<file path="src/rtl/vga_scanout_pkg.sv">
// rtl/vga_scanout_pkg.sv - shared VGA timing constants, colour/address types and helpers
package vga_scanout_pkg;

  // 640x480@60 Hz timing, counted in pixels and lines
  localparam int VGA_CLK_DIV   = 2;
  localparam int VGA_H_VISIBLE = 640;
  localparam int VGA_H_FRONT   = 16;
  localparam int VGA_H_SYNC    = 96;
  localparam int VGA_H_BACK    = 48;
  localparam int VGA_H_TOTAL   = VGA_H_VISIBLE + VGA_H_FRONT + VGA_H_SYNC + VGA_H_BACK;
  localparam int VGA_V_VISIBLE = 480;
  localparam int VGA_V_FRONT   = 10;
  localparam int VGA_V_SYNC    = 2;
  localparam int VGA_V_BACK    = 33;
  localparam int VGA_V_TOTAL   = VGA_V_VISIBLE + VGA_V_FRONT + VGA_V_SYNC + VGA_V_BACK;

  // Colour is packed {R[3:0], G[3:0], B[3:0]}
  localparam int RGB_W = 12;
  localparam logic [RGB_W-1:0] VGA_FG_COLOR = 12'hFFF;
  localparam logic [RGB_W-1:0] VGA_BG_COLOR = 12'h000;

  // Framebuffer is 640x480 one-bit pixels
  localparam int ADDR_W = 19;

  // Pixel and line counters share one width; 10 bits covers 800 and 525
  localparam int CNT_W = 10;

  typedef logic [RGB_W-1:0]  rgb_t;
  typedef logic [ADDR_W-1:0] addr_t;

  // Everything the display sees, loaded together once per pixel
  typedef struct packed {
    logic hsync_n;
    logic vsync_n;
    rgb_t rgb;
  } out_reg_t;

  localparam out_reg_t OUT_RESET = '{hsync_n: 1'b1, vsync_n: 1'b1, rgb: '0};

  // Multiply a counter by a constant as a sum of shifted copies, one per set bit
  // of k; with k constant this folds into a few adders instead of a multiplier.
  function automatic addr_t mul_const(input logic [CNT_W-1:0] a, input int unsigned k);
    addr_t acc;
    acc = '0;
    for (int i = 0; i < ADDR_W; i++) begin
      if (k[i]) begin
        acc = acc + (addr_t'(a) << i);
      end
    end
    return acc;
  endfunction

endpackage

</file>
<file path="src/rtl/vga_timing.sv">
// rtl/vga_timing.sv - pixel divider, h/v counters, visible/sync decode and frame strobe
module vga_timing
  import vga_scanout_pkg::*;
#(
  parameter int CLK_DIV   = VGA_CLK_DIV,
  parameter int H_VISIBLE = VGA_H_VISIBLE,
  parameter int H_FRONT   = VGA_H_FRONT,
  parameter int H_SYNC    = VGA_H_SYNC,
  parameter int H_BACK    = VGA_H_BACK,
  parameter int V_VISIBLE = VGA_V_VISIBLE,
  parameter int V_FRONT   = VGA_V_FRONT,
  parameter int V_SYNC    = VGA_V_SYNC,
  parameter int V_BACK    = VGA_V_BACK
) (
  input  logic             clk,
  input  logic             reset,
  output logic             tick_o,
  output logic [CNT_W-1:0] h_count_o,
  output logic [CNT_W-1:0] v_count_o,
  output logic             visible_o,
  output logic             hsync_n_o,
  output logic             vsync_n_o,
  output logic             frame_start_o,
  output logic             in_vblank_o
);

  localparam int H_TOTAL = H_VISIBLE + H_FRONT + H_SYNC + H_BACK;
  localparam int V_TOTAL = V_VISIBLE + V_FRONT + V_SYNC + V_BACK;
  localparam int DIV_W   = $clog2(CLK_DIV);

  localparam logic [DIV_W-1:0] DIV_LAST     = DIV_W'(CLK_DIV - 1);
  localparam logic [CNT_W-1:0] H_LAST       = CNT_W'(H_TOTAL - 1);
  localparam logic [CNT_W-1:0] V_LAST       = CNT_W'(V_TOTAL - 1);
  localparam logic [CNT_W-1:0] H_VIS_END    = CNT_W'(H_VISIBLE);
  localparam logic [CNT_W-1:0] V_VIS_END    = CNT_W'(V_VISIBLE);
  localparam logic [CNT_W-1:0] H_SYNC_START = CNT_W'(H_VISIBLE + H_FRONT);
  localparam logic [CNT_W-1:0] H_SYNC_END   = CNT_W'(H_VISIBLE + H_FRONT + H_SYNC);
  localparam logic [CNT_W-1:0] V_SYNC_START = CNT_W'(V_VISIBLE + V_FRONT);
  localparam logic [CNT_W-1:0] V_SYNC_END   = CNT_W'(V_VISIBLE + V_FRONT + V_SYNC);

  logic [DIV_W-1:0] div_q, div_d;
  logic [CNT_W-1:0] h_q, h_d;
  logic [CNT_W-1:0] v_q, v_d;
  logic             tick;
  logic             h_last;
  logic             v_last;

  // One tick per pixel period, on the last core clock of the period
  assign tick   = (div_q == DIV_LAST);
  assign h_last = (h_q == H_LAST);
  assign v_last = (v_q == V_LAST);

  // Next-state for the divider and the raster position
  always_comb begin
    div_d = tick ? '0 : div_q + 1'b1;
    h_d   = h_q;
    v_d   = v_q;
    if (tick) begin
      if (h_last) begin
        h_d = '0;
        v_d = v_last ? '0 : v_q + 1'b1;
      end else begin
        h_d = h_q + 1'b1;
      end
    end
  end

  // Divider and raster position registers; reset lands on the top-left pixel
  always_ff @(posedge clk or posedge reset) begin
    if (reset) begin
      div_q <= '0;
      h_q   <= '0;
      v_q   <= '0;
    end else begin
      div_q <= div_d;
      h_q   <= h_d;
      v_q   <= v_d;
    end
  end

  assign tick_o        = tick;
  assign h_count_o     = h_q;
  assign v_count_o     = v_q;
  assign visible_o     = (h_q < H_VIS_END) && (v_q < V_VIS_END);
  assign hsync_n_o     = !((h_q >= H_SYNC_START) && (h_q < H_SYNC_END));
  assign vsync_n_o     = !((v_q >= V_SYNC_START) && (v_q < V_SYNC_END));
  // Only a full raster wrap counts, so reset never produces a stray strobe
  assign frame_start_o = tick && h_last && v_last;
  assign in_vblank_o   = (v_q >= V_VIS_END);

endmodule

</file>
<file path="src/rtl/vga_scanout.sv">
// rtl/vga_scanout.sv - VGA scanout: framebuffer addressing and registered colour/sync stage
module vga_scanout
  import vga_scanout_pkg::*;
#(
  parameter int         CLK_DIV   = VGA_CLK_DIV,
  parameter int         H_VISIBLE = VGA_H_VISIBLE,
  parameter int         H_FRONT   = VGA_H_FRONT,
  parameter int         H_SYNC    = VGA_H_SYNC,
  parameter int         H_BACK    = VGA_H_BACK,
  parameter int         V_VISIBLE = VGA_V_VISIBLE,
  parameter int         V_FRONT   = VGA_V_FRONT,
  parameter int         V_SYNC    = VGA_V_SYNC,
  parameter int         V_BACK    = VGA_V_BACK,
  parameter logic [11:0] FG_COLOR = VGA_FG_COLOR,
  parameter logic [11:0] BG_COLOR = VGA_BG_COLOR
) (
  input  logic        clk,
  input  logic        reset,
  output logic [18:0] pixelAddr,
  input  logic        pixelIn,
  output logic        hSync,
  output logic        vSync,
  output logic [3:0]  VGA_R,
  output logic [3:0]  VGA_G,
  output logic [3:0]  VGA_B,
  output logic        frameStart,
  output logic        inVblank
);

  logic             tick;
  logic [CNT_W-1:0] h_count;
  logic [CNT_W-1:0] v_count;
  logic             visible;
  logic             hsync_n;
  logic             vsync_n;
  out_reg_t         out_q, out_d;

  vga_timing #(
    .CLK_DIV  (CLK_DIV),
    .H_VISIBLE(H_VISIBLE),
    .H_FRONT  (H_FRONT),
    .H_SYNC   (H_SYNC),
    .H_BACK   (H_BACK),
    .V_VISIBLE(V_VISIBLE),
    .V_FRONT  (V_FRONT),
    .V_SYNC   (V_SYNC),
    .V_BACK   (V_BACK)
  ) u_timing (
    .clk          (clk),
    .reset        (reset),
    .tick_o       (tick),
    .h_count_o    (h_count),
    .v_count_o    (v_count),
    .visible_o    (visible),
    .hsync_n_o    (hsync_n),
    .vsync_n_o    (vsync_n),
    .frame_start_o(frameStart),
    .in_vblank_o  (inVblank)
  );

  // Row-major address of the current pixel; parked at 0 while blanked
  assign pixelAddr = visible ? (mul_const(v_count, H_VISIBLE) + ADDR_W'(h_count)) : '0;

  // At the end of each pixel period capture sync and colour for the position
  // just shown. The framebuffer answered during that period, so pixelIn is
  // settled; outside the visible area it is ignored so an undriven bus cannot
  // leak onto the DAC.
  always_comb begin
    out_d = out_q;
    if (tick) begin
      out_d.hsync_n = hsync_n;
      out_d.vsync_n = vsync_n;
      out_d.rgb     = visible ? (pixelIn ? FG_COLOR : BG_COLOR) : '0;
    end
  end

  // Output register, one pixel behind the raster counters
  always_ff @(posedge clk or posedge reset) begin
    if (reset) begin
      out_q <= OUT_RESET;
    end else begin
      out_q <= out_d;
    end
  end

  assign hSync = out_q.hsync_n;
  assign vSync = out_q.vsync_n;
  assign VGA_R = out_q.rgb[11:8];
  assign VGA_G = out_q.rgb[7:4];
  assign VGA_B = out_q.rgb[3:0];

endmodule

</file>
<file path="config.mk">
export PLATFORM = sky130hd
export DESIGN_NAME = vga_scanout
export DESIGN_NICKNAME = d
export VERILOG_FILES = /design/src/rtl/vga_scanout_pkg.sv /design/src/rtl/vga_timing.sv /design/src/rtl/vga_scanout.sv
export SDC_FILE = /design/constraint.sdc
export NUM_CORES = 1
export LEC_CHECK = 0
export ABC_AREA = 1
export ABC_CLOCK_PERIOD_IN_PS = 2900
export CAP_MARGIN = 25
export CORE_MARGIN = 2
export CORE_UTILIZATION = 30
export DETAILED_ROUTE_END_ITERATION = 8
export REMOVE_ABC_BUFFERS = 1
export SETUP_SLACK_MARGIN = 0.15
export SYNTH_ARGS = -nofsm -noshare
export SYNTH_HDL_FRONTEND = slang
export SYNTH_SLANG_ARGS = --single-unit
</file>
<file path="constraint.sdc">
create_clock -name clk -period 2.9 [get_ports clk]
set_input_delay 0.58 -clock clk [delete_from_list [all_inputs] [get_ports clk]]
set_output_delay 0.58 -clock clk [all_outputs]
set_load 0.03 [all_outputs]
</file>
==> out/qor.csv <==
stage;metric;value;unit
run_status;failed_checks;setup timing;
grt;grt_pass1_wl;9100;µm
synthesis;ys.flop_type;dfrtp_1;
synthesis;ys_seq_elements;24;
grt;grt_max_degree;25;
flow_run;maxCapViolCount;0;
cts;clock_sinks;24;
worst_setup_path;worst_path_largest_cell_delay;0.60;ns
cts;cts_buffers;3;
layout;mostFrequentLayoutCells;nand2_1 (63), inv_1 (49), nor2_1 (48);
detailed_routing;via_count;2125;
detailed_routing;vias_per_cell;4.59;
floorplanning;ios;38;
worst_setup_path;end_kind;output port;
worst_setup_path;cp-start-kind;flip-flop;
sta;rsz0062_at_grt;yes;
worst_setup_path;critical_path_class;reg -> out;
place;port_buffers;37;
synthesis;synthMuxAreaShare;0;%
detailed_routing;drt-initial-drc-count;110;
power_and_ir_drop;p_leak;1.53;nW
detailed_routing;drt_first_pass_iters;4;
layout;syn2layout_area_growth;33.4;%
layout;final_util;41.0;%
synthesis;ys_seq_area_share;27.4;%
synthesis;synth_compound_area_share;7.66;%
cts;path_clk_slew;0.09;ns
place;hpwl;4040;µm
synthesis;synthXorXnorAreaFrac;3.18;%
worst_setup_path;r2r_start;u_timing.v_count_o[0];
sta;max_slew.worst_pin.slew;0.338;ns
sta;finalSetupViolations;1;
synthesis;synth_fa_ha_area_share;14.9;%
cts;insertion_delay;0.27;ns
worst_setup_path;path_cells;inv_2, fa_2, inv_2, ha_4, nand2_1, nor2_1, nand3_1, nand4_1, nand2_1, nor2_1, buf_4;
sta;hold_viol_final;0;
power_and_ir_drop;power_density;231;nW/µm²
layout;drive_gt1_share;21.4;%
cts;clockRootBuffer;clkbuf_8;
min_path;min_delay_path_depth;2;
grt;antenna_found_initial;0;
layout;final_common_cell;nand2_1;
synthesis;syn-cell-area;2200;µm²
sta;final_max_slew_viol_count;0;
place;place_congestion;0.892;
floorplanning;die_w;89.7;µm
synthesis;ys_warn_count;0;
cts;htreeDepth;1;
floorplanning;dieHeight;89.7;µm
worst_setup_path;crit_arrival;2.36;ns
synthesis;syn_avg_cell_area;6.85;µm²
layout;nNetsFinal;393;
worst_setup_path;crit_required;2.32;ns
synthesis;synth_edf_count;0;
worst_setup_path;reg2reg_depth;11;
synthesis;synthCells;322;
sta;period_share;101;%
min_path;min_from;hSync;
power_and_ir_drop;peakVddDrop;0.147;mV
sta;maxSlewHeadroom;77.5;%
detailed_routing;wl;5400;µm
place;dp.cells;454;
synthesis;synth-simple-area-share;31.7;%
worst_setup_path;r2r_setup_slack;1.20;ns
floorplanning;coreArea;7180;µm²
sta;fin_ws;-0.0371;ns
grt;gr-total-overflow;0;
sta;fin_crit;2.94;ns
detailed_routing;drtAntennaViolNets;0;
min_path;whs_endpoint;hSync;
sta;fin_skew;0.00466;ns
floorplanning;fp-row-count;31;
grt;grt_pass1_vias;2095;
worst_setup_path;critPathMaxFanout;3;
run_status;status;finished, violations left;
floorplanning;dieArea;8050;µm²
worst_setup_path;regToRegEndpoint;u_timing.v_count_o[9];
detailed_routing;routedWlPerCell;11.7;µm
cts;cts_tree;built;
synthesis;ys_types;30;
synthesis;synth_top_family_by_area;simple AND/OR/NAND/NOR gates;
detailed_routing;drc;0;
synthesis;synth-async-reset-ratio;100;%
layout;final_cells;463;
min_path;min_path_type;reg -> reg;
worst_setup_path;cpMaxStageDelayCell;fa_2;
grt;track_usage;13.4;%
power_and_ir_drop;finalPower;680;µW
cts;ctsLongestPathBuffers;2;
floorplanning;start_util;30.7;%
sta;max_freq;340;MHz
layout;antenna_cells;0;
-- through the flow --
step,hold slack [ns],setup WS (ns),instance area (µm²),setup TNS [ns]
finish,0.497,-0.0371,2940,-0.0371
global route,0.537,-0.149,2940,-0.413
CTS,0.497,0.00391,2830,0
detailed placement,0.480,0.126,2640,0
global placement,0.482,0.142,2640,0
floorplan,0.525,-0.126,2080,-1.71
-- worst max path at each step --
| stage | start | slack, ns | endpoint | cells after the start |
|---|---|---|---|---|
| detailed placement | u_timing.h_count_o[9] | 0.13 | pixelAddr[16] | 10 |
| global placement | u_timing.h_count_o[9] | 0.14 | pixelAddr[16] | 10 |
| CTS | u_timing.v_count_o[2] | 0.004 | pixelAddr[17] | 11 |
| global route | u_timing.h_count_o[9] | -0.15 | pixelAddr[17] | 11 |
| finish | u_timing.h_count_o[9] | -0.04 | pixelAddr[17] | 11 |
| floorplan | VGA_R[2] | -0.13 | VGA_B[0] | 0 |
-- per-layer routing --
metal | GRT usage (%) | wire length [µm] | vias to the layer above
met5 | 0 | 0 | -
met3 | 1.42 | 161 | 6
met1 | 17.3 | 2590 | 987
met4 | 3.33 | 60 | 0
li1 | - | - | 1092
met2 | 24.2 | 2590 | 40
-- power breakdown --
part / leakage (nW) / internal [mW] / switching [mW] / total [mW]
combinational: 1.18 / 0.0175 / 0.0283 / 0.0458
clock: 0.0357 / 0.185 / 0.112 / 0.297
sequential: 0.307 / 0.335 / 0.00216 / 0.337
total: 1.53 / 0.537 / 0.143 / 0.680
-- kinds of logic (layout without fill, tap and decap cells) --
family	after synthesis	count (layout)
AOI/OAI and AO/OA	31	31
xor gates and xnor gates	8	8
and+or+nand+nor	162	162
adders and majority gates	25	25
buffers and inverters	72	114
DFF	24	24
-- worst max-delay path: cells and delay by family (launching register included) --
kind / cells / cell delay [ns]
adder cells (fa/ha/maj): 2 / 0.86
AND/OR/NAND/NOR: 6 / 0.55
flip-flops: 1 / 0.38
buffers and inverters: 3 / 0.30
-- timing repair --
| item | 4_1_cts | 5_1_grt |
|---|---|---|
| buffers inserted | 4 | 1 |
| setup endpoints to repair | 19 | 9 |
| pin swaps | 11 | 10 |
| hold buffers | 0 | 0 |
| gates resized for setup | 31 | 24 |
| cloned | 0 | 0 |
-- synthesized netlist by cell type (all sizes together) (2+ instances only) --
library cell	number	area share, %
xor2	5	2.0
nor3	9	2.6
o21bai	2	0.68
dfstp	2	2.4
inv	56	9.5
ha	23	13
nand3	24	5.7
a21oi	12	2.7
dfrtp	22	25
xnor2	3	1.2
fa	2	1.8
o21ai	16	4.0
buf	15	5.5
nand4	6	1.7
nor2	49	8.7
nand2	71	12
-- cell type report --
class                   count  area [µm²]
fillers                   729        4230
clock buffers               3        41.3
multi-input cells         226        1450
well taps                  99         124
flip-flops and latches     24         607
repair buffers             54         475
inverters                  56         210
clock inverters             1        30.0
-- state kept, by name, summed over array words and instances (netlist names) --
signal	cells
vSync	1
VGA_R	1
hSync	1
u_timing.v_count_o	10
u_timing.tick_o	1
u_timing.h_count_o	10
No activity file was read; power rests on OpenSTA's default activity.
==> RTL change 1 (same flow settings) <==
Change the package constant `CNT_W` from 10 to 20.
--- a/src/rtl/vga_scanout_pkg.sv
+++ b/src/rtl/vga_scanout_pkg.sv
@@ -25,3 +25,3 @@
   // Pixel and line counters share one width; 10 bits covers 800 and 525
-  localparam int CNT_W = 10;
+  localparam int CNT_W = 20;
 
Formal check against the unedited RTL: same outputs for any inputs over 10 cycles, from zero or initial values and one cycle with reset high; that may be too few to reach the edited logic, so the function may still have changed.
==> RTL change 1 against the original RTL <==
The flow still finishes with violations (negative setup slack); total power is 87% higher; worst setup slack worse by 0.028 ns; area after synthesis is 79% higher; critical path type unchanged; sequential cell count is 20 higher; global-route usage is 2.0 points higher; cell area is 72% higher; routed wire length is 92% higher; largest cell class unchanged; clock skew is 0.0010 ns higher.
==> RTL change 1: results <==
group,metric,value,unit
sta,hold_viol,0,
sta,fin_ws,-0.0651,ns
synthesis,synth_cell_types,37,
pwr,p_per_area,251,mW/mm2
cts,clkTransAtPathRegs,0.07,ns
setup_path,critPathSlowestCell,"fa_1",
hold_path,hold_class,"flip-flop to flip-flop",
setup_path,rr_startpoint,"u_timing.h_count_o[16]",
setup_path,startpoint,"u_timing.v_count_o[6]",
cts,insertion_delay,0.29,ns
grt,track_usage,0.154,
grt,grt_start_max_net_pins,45,
cts,htree_levels,2,
cts,root_buffer,"clkbuf_16",
synthesis,synth.area.top_cells,"dfrtp_1 (27%), nand2_1 (17%), nor2_1 (8.7%)",
grt,grt_pass1_wl,17900,um
placed_design,dp_slack,0.0837,ns
pwr,comb-power,0.0000513,W
drt,drtIter0Drc,202,
hold_path,whs_endpoint,"hSync",
pwr,vdd_drop_max,0.190,mV
sta,finClkSkew,0.00568,ns
drt,wirelength,10400,um
setup_path,r2r-end,"u_timing.v_count_o[14]",
layout,fill_cells,1367,
cts,cts_buffers,5,
run_status,violations,"negative setup slack",
sta,relSlewSlack,0.600,
layout,final_net_count,679,
setup_path,r2r_slack,0.97,ns
grt,globalRouteMet2Util,0.253,
placed_design,place.gp.congestion,0.924,
sta,setup-tns-final,-0.242,ns
synthesis,synthTopCellsByCount,"nand2_1 (179), nor2_1 (91), inv_1 (72)",
setup_path,cp.arrival,2.39,ns
synthesis,seq_area_frac_synth,0.280,
setup_path,max_stage_delay,0.52,ns
layout,drive_above_1_share,0.249,
pwr,power.leakage,2.44,nW
cts,clockBufferDepth,2,
placed_design,dp_hpwl,7720,um
setup_path,reg2reg_depth,7,
pwr,seq_power_share,0.486,
setup_path,path_max_fanout,4,
setup_path,crit_end,"pixelAddr[17]",
grt,use_met1,0.210,
drt,avgViaCountPerCell,4.62,
drt,dr.pass1.iters,4,
pwr,switching_share,0.232,
grt,met3_usage,0.0193,
sta,setup_violations,6,
grt,grt_pass1_vias,3761,
run_status,status,"finished with violations",
-- RTL change 1: layer usage --
metal  wire [um]  share of wire
met4         213          0.021
met2        4840           0.47
met3         383          0.037
met1        4950           0.48
met5           0              0
-- RTL change 1: what timing repair did --
item	in CTS	in global routing
gates cloned	0	0
pin swaps	16	9
resized for setup	63	29
endpoints found under the hold margin	0	0
setup endpoints to repair	19	19
setup buffers	18	1
-- RTL change 1: per-stage QoR --
| stage | area, um2 | std cells | hold WS (ns) | util |
|---|---|---|---|---|
| floorplan | 3780 | 564 | 0.471 | - |
| global placement | 4510 | 796 | 0.479 | 0.355 |
| detailed placement | 4510 | 796 | 0.484 | 0.355 |
| CTS | 5020 | 822 | 0.494 | 0.394 |
| global route | 5060 | 823 | 0.535 | 0.398 |
| finish | 5060 | 823 | 0.491 | 0.398 |
-- RTL change 1: area by class of cell --
type,instances,area share
multi-input combinational,440,0.517
timing repair buffer,79,0.128
tap,172,0.0425
inverter,80,0.0603
clock inverter,2,0.00297
sequential,44,0.221
clock buffer,6,0.0274
-- RTL change 1: worst min-delay path, stage by stage (launching register included) --
cell	delay, ns
dfstp_2	0.37
nor2_1	0.07
nor2_1	0.05
-- RTL change 1: logic make-up (layout without fill, tap and decap cells) --
logic type / count (synthesis) / in the layout / synth area share
buffers and inverters: 101 / 167 / 0.119
XOR/XNOR: 20 / 20 / 0.0444
adder cells (fa/ha/maj): 26 / 26 / 0.101
AND/OR/NAND/NOR: 358 / 358 / 0.397
flip-flops: 44 / 44 / 0.280
AO/OA/AOI/OAI: 36 / 36 / 0.0587
==> RTL change 2 (same flow settings) <==
Made on the original files. `h_q` and `v_q` no longer have a reset.
--- a/src/rtl/vga_timing.sv
+++ b/src/rtl/vga_timing.sv
@@ -71,9 +71,10 @@
       div_q <= '0;
-      h_q   <= '0;
-      v_q   <= '0;
     end else begin
       div_q <= div_d;
-      h_q   <= h_d;
-      v_q   <= v_d;
     end
+  end
+
+  always_ff @(posedge clk) begin
+    h_q <= h_d;
+    v_q <= v_d;
   end
Behaviour: differs if reset is asserted again (counterexample within 4 cycles, from zero or initial values and one cycle with reset high); with reset held inactive, the same outputs for 10 cycles.
==> RTL change 2 against the original RTL <==
Sequential cell count did not move; core utilization grew 0.88 points; register-to-register slack got worse by 0.10 ns; critical path type unchanged; critical path depth did not move; worst setup slack improved by 0.056 ns; non-clock buffer count is 3 higher; worst hold slack worse by 0.018 ns; cell area down 2.2%; routed wire length shrank 12%; synthesized cell count is 12% lower; area after synthesis is 2.2% lower; final cell count down 7.6%.
Power is not compared: it rests on default switching activity, and its combinational part moved more than twofold at a synthesized area within 25%.
==> RTL change 2: results <==
group,metric,value,unit
run_status,status,"finished clean",
layout,fill_cells,687,
cts,clkTransAtPathRegs,0.09,ns
placed_design,dp_cells,412,
grt,grt_pass1_wl,7800,um
placed_design,dp_slack,0.0582,ns
placed_design,port_buffers,37,
synthesis,synth_cell_types,30,
placed_design,place.gp.congestion,0.811,
cts,root_buffer,"clkbuf_8",
grt,grt_start_max_net_pins,16,
synthesis,yosysWarnings,0,
synthesis,synthTopCellsByCount,"inv_1 (55), nand2_1 (54), nor2_1 (36)",
setup_path,cp.arrival,2.30,ns
sta,relSlewSlack,0.771,
synthesis,syn_area_per_cell,7.62,um2
cts,clockBufferDepth,2,
drt,dr.pass1.iters,4,
drt,drtIter0Drc,83,
grt,track_usage,0.124,
sta,hold_viol,0,
placed_design,dp_hpwl,3480,um
synthesis,seq_area_frac_synth,0.326,
drt,drt-wirelength-per-cell,11.1,um
cts,cts_buffers,3,
synthesis,synth-async-reset-ratio,0.167,
layout,drive_above_1_share,0.256,
cts,insertion_delay,0.27,ns
pwr,power.leakage,1.48,nW
layout,diodes,0,
setup_path,path_max_fanout,2,
drt,routed-via-count,1860,
setup_path,reg2reg_depth,8,
pwr,power_switching,0.000109,W
synthesis,synth.area.top_cells,"edfxtp_1 (28%), ha_1 (13%), inv_1 (9.6%)",
hold_path,hold_class,"input pin to async pin",
synthesis,synth-edff-count,20,
cts,htree_levels,1,
grt,antenna_found_initial,0,
sta,finClkSkew,0.00751,ns
synthesis,synth_flop_cell,"edfxtp_1",
pwr,vdd_drop_max,0.157,mV
layout,final_net_count,361,
layout,final_cell_count_no_fill,428,
grt,grt_pass1_vias,1803,
-- RTL change 2: changes by cell type in the layout (fill, tap and decap cells not counted), sizes merged, moves of 3 or more --
cell	change
buf	+3
edfxtp	+20
xor2	+3
dfrtp	-20
inv	+3
nand3	-7
dlymetal6s2s	+3
nand2	-16
dlygate4sd2	-4
o21ai	-10
-- RTL change 2: kinds of logic after synthesis --
family | count (synthesis) | share of synthesized area
AND/OR/NAND/NOR | 134 | 0.286
buffers and inverters | 71 | 0.146
adder cells (fa/ha/maj) | 25 | 0.152
flip-flops | 24 | 0.326
AO/OA/AOI/OAI | 19 | 0.0488
XOR/XNOR | 10 | 0.0406
-- RTL change 2: timing repair --
item	4_1_cts	5_1_grt
resized for setup	34	11
pin swaps	17	8
buffers inserted	5	7
endpoints found under the setup margin	17	12
-- RTL change 2: power groups by stage --
stage	clock, W	sequential, W	combinational, W
5_1_grt	0.000313	0.000368	0.00000409
3_3_place_gp	0	0.000376	0.00000373
6_report	0.000292	0.000368	0.00000371
2_1_floorplan	0	0.000376	0.000000908
3_5_place_dp	0	0.000376	0.00000376
4_1_cts	0.000302	0.000368	0.00000377
-- RTL change 2: critical path: stages (launching register included) --
cell	delay, ns
edfxtp_1	0.37
inv_2	0.06
fa_2	0.60
inv_2	0.05
ha_4	0.27
nand2_2	0.04
nor2_1	0.09
nand3_1	0.13
nand4_1	0.12
nand2_1	0.05
nor2_1	0.08
buf_4	0.16
-- RTL change 2: metrics by stage --
| stage | area (um2) | hold slack (ns) | power (W) |
|---|---|---|---|
| final | 2880 | 0.478 | 0.000664 |
| after global routing | 2880 | 0.502 | 0.000685 |
| after detailed placement | 2590 | 0.466 | 0.000380 |
| after global placement | 2590 | 0.457 | 0.000380 |
| after CTS | 2800 | 0.473 | 0.000674 |
| after floorplan | 2060 | 0.345 | 0.000377 |
-- RTL change 2: final cells by class --
cell class                 count  area, um2  share of cell area
inverter                      59        221              0.0770
clock inverter                 1       30.0              0.0104
tap                           96        120              0.0418
sequential                    24        703               0.244
multi-input combinational    188       1260               0.438
clock buffer                   3       41.3              0.0144
timing repair buffer          57        502               0.174
-- RTL change 2: layer usage --
layer	GRT usage	vias up	wire [um]
li1	-	982	-
met4	0.0455	0	78
met3	0.0121	6	145
met2	0.206	39	2180
met5	0	-	0
met1	0.166	833	2330
-- RTL change 2: worst paths after layout --
kind,startpoint,to,slack [ns]
setup reg to reg,u_timing.h_count_o[1],u_timing.v_count_o[8],1.10
setup / recovery,u_timing.h_count_o[9],pixelAddr[17],0.02
hold / removal,reset,u_timing.tick_o,0.48
max in group asynchronous,reset,vSync,2.19
min in group clk,u_timing.tick_o,u_timing.tick_o,0.48
hold reg to reg,u_timing.tick_o,u_timing.tick_o,0.48
